--- config.mk ---
export PLATFORM = sky130hd
export DESIGN_NAME = aes32_dsi_dsmi_esi_flat
export DESIGN_NICKNAME = d
export VERILOG_FILES = /design/src/rtl/aes32_dsi_dsmi_esi_if.sv /design/src/rtl/aes32_dsi_dsmi_esi.sv /design/src/flat_wrapper.sv
export SDC_FILE = /design/constraint.sdc
export NUM_CORES = 1
export LEC_CHECK = 0
export ABC_AREA = 1
export ABC_CLOCK_PERIOD_IN_PS = 2160
export BUFFER_PORTS_ARGS = -buffer_cell sky130_fd_sc_hd__buf_4
export CAP_MARGIN = 25
export CELL_PAD_IN_SITES_DETAIL_PLACEMENT = 0
export CELL_PAD_IN_SITES_GLOBAL_PLACEMENT = 1
export CORE_UTILIZATION = 28
export CTS_BUF_LIST = sky130_fd_sc_hd__clkbuf_8
export DETAILED_ROUTE_END_ITERATION = 7
export PLACE_DENSITY = 0.7
export REMOVE_ABC_BUFFERS = 1
export SLEW_MARGIN = 20
export SYNTH_ARGS = -nofsm -noshare
export SYNTH_HDL_FRONTEND = slang
export SYNTH_SLANG_ARGS = --single-unit
export TNS_END_PERCENT = 30
--- constraint.sdc ---
create_clock -name clk -period 2.16 [get_ports clk]
set_input_delay 0.432 -clock clk [delete_from_list [all_inputs] [get_ports clk]]
set_output_delay 0.432 -clock clk [all_outputs]
set_load 0.05 [all_outputs]
--- src/rtl/aes32_dsi_dsmi_esi_if.sv ---
// Operand/result bundle for the AES-32 single-round-step unit.
// The master drives the operands and the slave returns the registered result.
interface aes32_dsi_dsmi_esi_if;
    logic [1:0]  op;
    logic        in_valid;
    logic [1:0]  bs;
    logic [31:0] rs1;
    logic [31:0] rs2;
    logic [31:0] rd;
    logic        out_valid;

    modport master (
        output op, in_valid, bs, rs1, rs2,
        input  rd, out_valid
    );

    modport slave (
        input  op, in_valid, bs, rs1, rs2,
        output rd, out_valid
    );
endinterface

--- src/rtl/aes32_dsi_dsmi_esi.sv ---
// AES-32 byte step: one S-box lookup (forward or inverse), optional InvMixColumns
// column contribution, rotated into place and XORed into rs1; one-cycle latency.
module aes32_dsi_dsmi_esi (
    input  logic                      clk,
    input  logic                      rst,
    aes32_dsi_dsmi_esi_if.slave       bus
);
    localparam logic [1:0] OP_ESI  = 2'b00;
    localparam logic [1:0] OP_DSI  = 2'b01;
    localparam logic [1:0] OP_DSMI = 2'b10;

    localparam logic [7:0] FWD_SBOX [256] = '{
        8'h63, 8'h7c, 8'h77, 8'h7b, 8'hf2, 8'h6b, 8'h6f, 8'hc5, 8'h30, 8'h01, 8'h67, 8'h2b, 8'hfe, 8'hd7, 8'hab, 8'h76,
        8'hca, 8'h82, 8'hc9, 8'h7d, 8'hfa, 8'h59, 8'h47, 8'hf0, 8'had, 8'hd4, 8'ha2, 8'haf, 8'h9c, 8'ha4, 8'h72, 8'hc0,
        8'hb7, 8'hfd, 8'h93, 8'h26, 8'h36, 8'h3f, 8'hf7, 8'hcc, 8'h34, 8'ha5, 8'he5, 8'hf1, 8'h71, 8'hd8, 8'h31, 8'h15,
        8'h04, 8'hc7, 8'h23, 8'hc3, 8'h18, 8'h96, 8'h05, 8'h9a, 8'h07, 8'h12, 8'h80, 8'he2, 8'heb, 8'h27, 8'hb2, 8'h75,
        8'h09, 8'h83, 8'h2c, 8'h1a, 8'h1b, 8'h6e, 8'h5a, 8'ha0, 8'h52, 8'h3b, 8'hd6, 8'hb3, 8'h29, 8'he3, 8'h2f, 8'h84,
        8'h53, 8'hd1, 8'h00, 8'hed, 8'h20, 8'hfc, 8'hb1, 8'h5b, 8'h6a, 8'hcb, 8'hbe, 8'h39, 8'h4a, 8'h4c, 8'h58, 8'hcf,
        8'hd0, 8'hef, 8'haa, 8'hfb, 8'h43, 8'h4d, 8'h33, 8'h85, 8'h45, 8'hf9, 8'h02, 8'h7f, 8'h50, 8'h3c, 8'h9f, 8'ha8,
        8'h51, 8'ha3, 8'h40, 8'h8f, 8'h92, 8'h9d, 8'h38, 8'hf5, 8'hbc, 8'hb6, 8'hda, 8'h21, 8'h10, 8'hff, 8'hf3, 8'hd2,
        8'hcd, 8'h0c, 8'h13, 8'hec, 8'h5f, 8'h97, 8'h44, 8'h17, 8'hc4, 8'ha7, 8'h7e, 8'h3d, 8'h64, 8'h5d, 8'h19, 8'h73,
        8'h60, 8'h81, 8'h4f, 8'hdc, 8'h22, 8'h2a, 8'h90, 8'h88, 8'h46, 8'hee, 8'hb8, 8'h14, 8'hde, 8'h5e, 8'h0b, 8'hdb,
        8'he0, 8'h32, 8'h3a, 8'h0a, 8'h49, 8'h06, 8'h24, 8'h5c, 8'hc2, 8'hd3, 8'hac, 8'h62, 8'h91, 8'h95, 8'he4, 8'h79,
        8'he7, 8'hc8, 8'h37, 8'h6d, 8'h8d, 8'hd5, 8'h4e, 8'ha9, 8'h6c, 8'h56, 8'hf4, 8'hea, 8'h65, 8'h7a, 8'hae, 8'h08,
        8'hba, 8'h78, 8'h25, 8'h2e, 8'h1c, 8'ha6, 8'hb4, 8'hc6, 8'he8, 8'hdd, 8'h74, 8'h1f, 8'h4b, 8'hbd, 8'h8b, 8'h8a,
        8'h70, 8'h3e, 8'hb5, 8'h66, 8'h48, 8'h03, 8'hf6, 8'h0e, 8'h61, 8'h35, 8'h57, 8'hb9, 8'h86, 8'hc1, 8'h1d, 8'h9e,
        8'he1, 8'hf8, 8'h98, 8'h11, 8'h69, 8'hd9, 8'h8e, 8'h94, 8'h9b, 8'h1e, 8'h87, 8'he9, 8'hce, 8'h55, 8'h28, 8'hdf,
        8'h8c, 8'ha1, 8'h89, 8'h0d, 8'hbf, 8'he6, 8'h42, 8'h68, 8'h41, 8'h99, 8'h2d, 8'h0f, 8'hb0, 8'h54, 8'hbb, 8'h16
    };

    localparam logic [7:0] INV_SBOX [256] = '{
        8'h52, 8'h09, 8'h6a, 8'hd5, 8'h30, 8'h36, 8'ha5, 8'h38, 8'hbf, 8'h40, 8'ha3, 8'h9e, 8'h81, 8'hf3, 8'hd7, 8'hfb,
        8'h7c, 8'he3, 8'h39, 8'h82, 8'h9b, 8'h2f, 8'hff, 8'h87, 8'h34, 8'h8e, 8'h43, 8'h44, 8'hc4, 8'hde, 8'he9, 8'hcb,
        8'h54, 8'h7b, 8'h94, 8'h32, 8'ha6, 8'hc2, 8'h23, 8'h3d, 8'hee, 8'h4c, 8'h95, 8'h0b, 8'h42, 8'hfa, 8'hc3, 8'h4e,
        8'h08, 8'h2e, 8'ha1, 8'h66, 8'h28, 8'hd9, 8'h24, 8'hb2, 8'h76, 8'h5b, 8'ha2, 8'h49, 8'h6d, 8'h8b, 8'hd1, 8'h25,
        8'h72, 8'hf8, 8'hf6, 8'h64, 8'h86, 8'h68, 8'h98, 8'h16, 8'hd4, 8'ha4, 8'h5c, 8'hcc, 8'h5d, 8'h65, 8'hb6, 8'h92,
        8'h6c, 8'h70, 8'h48, 8'h50, 8'hfd, 8'hed, 8'hb9, 8'hda, 8'h5e, 8'h15, 8'h46, 8'h57, 8'ha7, 8'h8d, 8'h9d, 8'h84,
        8'h90, 8'hd8, 8'hab, 8'h00, 8'h8c, 8'hbc, 8'hd3, 8'h0a, 8'hf7, 8'he4, 8'h58, 8'h05, 8'hb8, 8'hb3, 8'h45, 8'h06,
        8'hd0, 8'h2c, 8'h1e, 8'h8f, 8'hca, 8'h3f, 8'h0f, 8'h02, 8'hc1, 8'haf, 8'hbd, 8'h03, 8'h01, 8'h13, 8'h8a, 8'h6b,
        8'h3a, 8'h91, 8'h11, 8'h41, 8'h4f, 8'h67, 8'hdc, 8'hea, 8'h97, 8'hf2, 8'hcf, 8'hce, 8'hf0, 8'hb4, 8'he6, 8'h73,
        8'h96, 8'hac, 8'h74, 8'h22, 8'he7, 8'had, 8'h35, 8'h85, 8'he2, 8'hf9, 8'h37, 8'he8, 8'h1c, 8'h75, 8'hdf, 8'h6e,
        8'h47, 8'hf1, 8'h1a, 8'h71, 8'h1d, 8'h29, 8'hc5, 8'h89, 8'h6f, 8'hb7, 8'h62, 8'h0e, 8'haa, 8'h18, 8'hbe, 8'h1b,
        8'hfc, 8'h56, 8'h3e, 8'h4b, 8'hc6, 8'hd2, 8'h79, 8'h20, 8'h9a, 8'hdb, 8'hc0, 8'hfe, 8'h78, 8'hcd, 8'h5a, 8'hf4,
        8'h1f, 8'hdd, 8'ha8, 8'h33, 8'h88, 8'h07, 8'hc7, 8'h31, 8'hb1, 8'h12, 8'h10, 8'h59, 8'h27, 8'h80, 8'hec, 8'h5f,
        8'h60, 8'h51, 8'h7f, 8'ha9, 8'h19, 8'hb5, 8'h4a, 8'h0d, 8'h2d, 8'he5, 8'h7a, 8'h9f, 8'h93, 8'hc9, 8'h9c, 8'hef,
        8'ha0, 8'he0, 8'h3b, 8'h4d, 8'hae, 8'h2a, 8'hf5, 8'hb0, 8'hc8, 8'heb, 8'hbb, 8'h3c, 8'h83, 8'h53, 8'h99, 8'h61,
        8'h17, 8'h2b, 8'h04, 8'h7e, 8'hba, 8'h77, 8'hd6, 8'h26, 8'he1, 8'h69, 8'h14, 8'h63, 8'h55, 8'h21, 8'h0c, 8'h7d
    };

    function automatic logic [7:0] xtime(input logic [7:0] a);
        return {a[6:0], 1'b0} ^ (a[7] ? 8'h1b : 8'h00);
    endfunction

    function automatic logic [7:0] gmul(input logic [7:0] a, input logic [7:0] b);
        logic [7:0] acc;
        logic [7:0] p;
        acc = 8'h00;
        p   = a;
        for (int i = 0; i < 8; i++) begin
            if (b[i]) acc = acc ^ p;
            p = xtime(p);
        end
        return acc;
    endfunction

    function automatic logic [31:0] rol32(input logic [31:0] x, input logic [1:0] b);
        logic [31:0] r;
        case (b)
            2'd0:    r = x;
            2'd1:    r = {x[23:0], x[31:24]};
            2'd2:    r = {x[15:0], x[31:16]};
            default: r = {x[7:0],  x[31:8]};
        endcase
        return r;
    endfunction

    logic [7:0]  si;
    logic [7:0]  so_fwd;
    logic [7:0]  so_inv;
    logic [31:0] mixed;
    logic [31:0] word;
    logic [31:0] result_p0;
    logic [31:0] rd_p1;
    logic        vld_p1;

    // Stage p0: byte select, S-box, column contribution, rotate and accumulate.
    always_comb begin
        si     = bus.rs2[{bus.bs, 3'b000} +: 8];
        so_fwd = FWD_SBOX[si];
        so_inv = INV_SBOX[si];
        mixed  = {gmul(so_inv, 8'h0b), gmul(so_inv, 8'h0d),
                  gmul(so_inv, 8'h09), gmul(so_inv, 8'h0e)};
        case (bus.op)
            OP_ESI:  word = {24'h0, so_fwd};
            OP_DSI:  word = {24'h0, so_inv};
            OP_DSMI: word = mixed;
            default: word = 32'h0;    // reserved op passes rs1 through
        endcase
        result_p0 = bus.rs1 ^ rol32(word, bus.bs);
    end

    // Stage p1: registered result and its valid flag.
    always_ff @(posedge clk or posedge rst) begin
        if (rst) begin
            rd_p1  <= 32'h0;
            vld_p1 <= 1'b0;
        end else begin
            vld_p1 <= bus.in_valid;
            if (bus.in_valid) rd_p1 <= result_p0;
        end
    end

    assign bus.rd        = rd_p1;
    assign bus.out_valid = vld_p1;
endmodule

--- src/flat_wrapper.sv ---
// flat-port wrapper written by rule: the top's interface ports become plain ports
module aes32_dsi_dsmi_esi_flat 
  (clk, rst, bus_op, bus_in_valid, bus_bs, bus_rs1, bus_rs2, bus_rd, bus_out_valid);
  aes32_dsi_dsmi_esi_if bus_i ();
  input  logic clk;
  input  logic rst;
  input wire logic [$bits(bus_i.op)-1:0] bus_op;
  input wire logic [$bits(bus_i.in_valid)-1:0] bus_in_valid;
  input wire logic [$bits(bus_i.bs)-1:0] bus_bs;
  input wire logic [$bits(bus_i.rs1)-1:0] bus_rs1;
  input wire logic [$bits(bus_i.rs2)-1:0] bus_rs2;
  output wire logic [$bits(bus_i.rd)-1:0] bus_rd;
  output wire logic [$bits(bus_i.out_valid)-1:0] bus_out_valid;
  assign bus_i.op = bus_op;
  assign bus_i.in_valid = bus_in_valid;
  assign bus_i.bs = bus_bs;
  assign bus_i.rs1 = bus_rs1;
  assign bus_i.rs2 = bus_rs2;
  assign bus_rd = bus_i.rd;
  assign bus_out_valid = bus_i.out_valid;
  aes32_dsi_dsmi_esi u_core (.clk(clk), .rst(rst), .bus(bus_i));
endmodule
==> reports/qor.yml <==
critical_path:
  slowest_delay_ns: 0.25
  end_kind: "flip-flop"
  critPathSlowestCell: "bufbuf_16"
  cp_max_fo: 8
  path_common_cell: "nand2_1"
  crit_required_ns: 2.41
  critPathKind: "in2reg"
  cp.arrival_ns: 3.75
  worstSetupStartpointType: "primary input"
grt:
  grt_pass1_vias: 15145
  grtUsageTotal_pct: 39.5
  grt_max_degree: 37
  gr-total-overflow: 0
  grt_first_pass_wirelength_um: 103000
  antenna_found_initial: 1
cts:
  insertion_delay_ns: 0.30
  clk_pin_slew_ns: 0.08
  cts_num_sinks: 33
  tritoncts: "done"
  clock_path_buffers: 2
  htree_levels: 2
  hold_buffers: 0
  cts-buffers-inserted: 5
  root_buffer: "clkbuf_8"
layout:
  finalNonFillerCells: 2876
  area_growth_pct: 73.8
  diodes: 0
  drive_above_1_share_pct: 43.3
  nNetsFinal: 2514
  seqCellArea_um2: 826
  nFillCells: 3711
  multi_input_area_um2: 9370
logic_synthesis:
  synth_top_family_by_area: "simple AND/OR/NAND/NOR gates"
  synth_edf_count: 0
  synthesis.area_um2: 9780
  ys_seq_area_share_pct: 8.44
  syn_avg_cell_area_um2: 5.19
  synth_cells: 1884
  netlist_top_cells_area: "nand2_1 (26%), nand3_1 (25%), dfrtp_1 (8.4%)"
  ys_async_sr_fraction_pct: 100
  synthDistinctLibCells: 43
  yosysTopAreaCellShare_pct: 26.1
  ys_seq_elements: 33
  synth_simple_gate_area_share_pct: 63.6
  synth-xor-area-share_pct: 0.0895
  synth_compound_area_share_pct: 12.2
  synth_top_cell_by_area: "nand2_1"
  synth_flop_cell: "dfrtp_1"
  ys_warn_count: 0
  synth_commonest_cells: "nand2_1 (679), nand3_1 (496), inv_1 (109), nor2_1 (88), o21ai_0 (66)"
  yosysMostFrequentCell: "nand2_1"
  synth_adder_area_share_pct: 2.94
  synthMuxAreaShare_pct: 0
die:
  io_pins: 104
  die_h_um: 189
  start_util_pct: 28.4
  core_um2: 34500
  rows: 68
  dieArea_um2: 35700
  die_x_um: 189
sta:
  slew_headroom_pct: 63.2
  layout_min_cycle_time_ns: 3.50
  rsz0062_at_grt: "true"
  max_freq_mhz: 286
  layout_setup_ws_ns: -1.34
  setup_viol: 32
  slew_violations: 0
  finClkSkew_ns: 0
  finalCritPeriodShare_pct: 162
  tns_ns: -40.76
  holdWs_ns: 0.253
  worst_pin_slew_ns: 0.545
  hold_viol: 0
power_and_ir_drop:
  p_leak_nw: 8.69
  ir_drop_mv: 0.332
  power_density_nw_per_um2: 667
placed_design:
  port_buffers: 103
  post-place-ws_ns: -2.26
  dp_hpwl_um: 58600
  gp_congestion: 1.08
  dpl.cell_count: 2823
status:
  failed_checks: "negative setup slack"
  status: "finished with violations"
drt:
  viasPerCell: 5.65
  wl_per_cell_um: 25.1
  dr_total_vias: 16236
  ant_nets: 0
  drtIter0Drc: 2101
  drtPass1Iterations: 6
  drc: 0
  postRouteWirelength_um: 72100
flow_run:
  cap_violations: 0
hold_path:
  hold_class: "in2async"
-- repair_timing --
item / 4_1_cts / 5_1_grt
buffers inserted: 30 / 13
pin swaps: 86 / 80
endpoints found under the hold margin: 0 / 0
cloned: 2 / 0
resized for setup: 315 / 172
setup endpoints to repair: 32 / 32
-- registers in the layout (all words and copies together) (netlist names) --
name,cells
u_core.bus.rd,32
u_core.bus.out_valid,1
-- through the flow --
stage               cell area, um^2  util (%)  total power, mW
floorplan                      9020         -             4.58
CTS                           16200      47.0             10.5
detailed placement            14500      42.2             8.83
global route                  17000      49.3             11.9
finish                        17000      49.3             11.3
global placement              14500      42.2             8.89
-- worst paths after layout --
kind	from	end	slack, ns	depth (start not counted)
hold reg to reg	u_core.bus.rd[24]$_DFFE_PP0P_	u_core.bus.rd[24]$_DFFE_PP0P_	0.48	2
max in group asynchronous	rst	u_core.bus.rd[5]$_DFFE_PP0P_	1.57	3
setup / recovery	bus_bs[0]	u_core.bus.rd[3]$_DFFE_PP0P_	-1.34	32
hold / removal	rst	u_core.bus.out_valid$_DFF_PP0_	0.25	3
min in group clk	bus_rs1[19]	u_core.bus.rd[19]$_DFFE_PP0P_	0.39	4
setup reg to reg	u_core.bus.rd[31]$_DFFE_PP0P_	u_core.bus.rd[31]$_DFFE_PP0P_	1.50	2
-- per-layer routing --
metal | part of all wire (%) | vias up | track usage, %
met1 | 44 | 7714 | 56.0
met2 | 41 | 959 | 58.2
met3 | 11 | 155 | 8.86
met5 | 0 | - | 0
li1 | - | 7408 | -
met4 | 4.2 | 0 | 13.3
-- final cells by class --
cell class,instances,share of cell area [%]
Tap cell,455,3.35
Multi-Input combinational cell,1607,55.1
Inverter,126,2.99
Timing Repair Buffer,647,33.0
Clock inverter,2,0.199
Clock buffer,6,0.486
Sequential cell,33,4.86
-- placed cells by master (no fill, tap or decap), drive strengths merged, types with 3 or more instances in the layout --
cell,Yosys,routed
nand2,718,719
buf,98,646
nand3,511,511
inv,124,124
nor2,103,103
o21ai,92,92
a21oi,51,51
dfrtp,33,33
o211ai,31,31
nand4,28,28
ha,23,23
a31oi,9,9
nand3b,7,7
clkbuf,21,6
or2,6,6
o22ai,5,5
o221ai,5,5
a21o,3,3
o311ai,3,3
-- worst max-delay path, delay by kind of cell --
kind,cells,cell delay [ns]
AND/OR/NAND/NOR,24,2.08
buffers and inverters,7,1.07
adder cells (fa/ha/maj),1,0.16
-- where the power goes --
| part | leakage, nW | total, mW | internal [mW] | switching [mW] |
|---|---|---|---|---|
| Clock | 0.0626 | 0.650 | 0.372 | 0.278 |
| Combinational | 8.23 | 9.91 | 3.89 | 6.02 |
| Sequential | 0.395 | 0.789 | 0.725 | 0.0633 |
-- kinds of logic after synthesis --
group | Yosys count
xor+xnor | 1
flops | 33
compound gates | 205
simple gates | 1377
fa+ha+maj | 23
buf+inv | 245
Note: power is estimated with default switching activity, not from simulation.
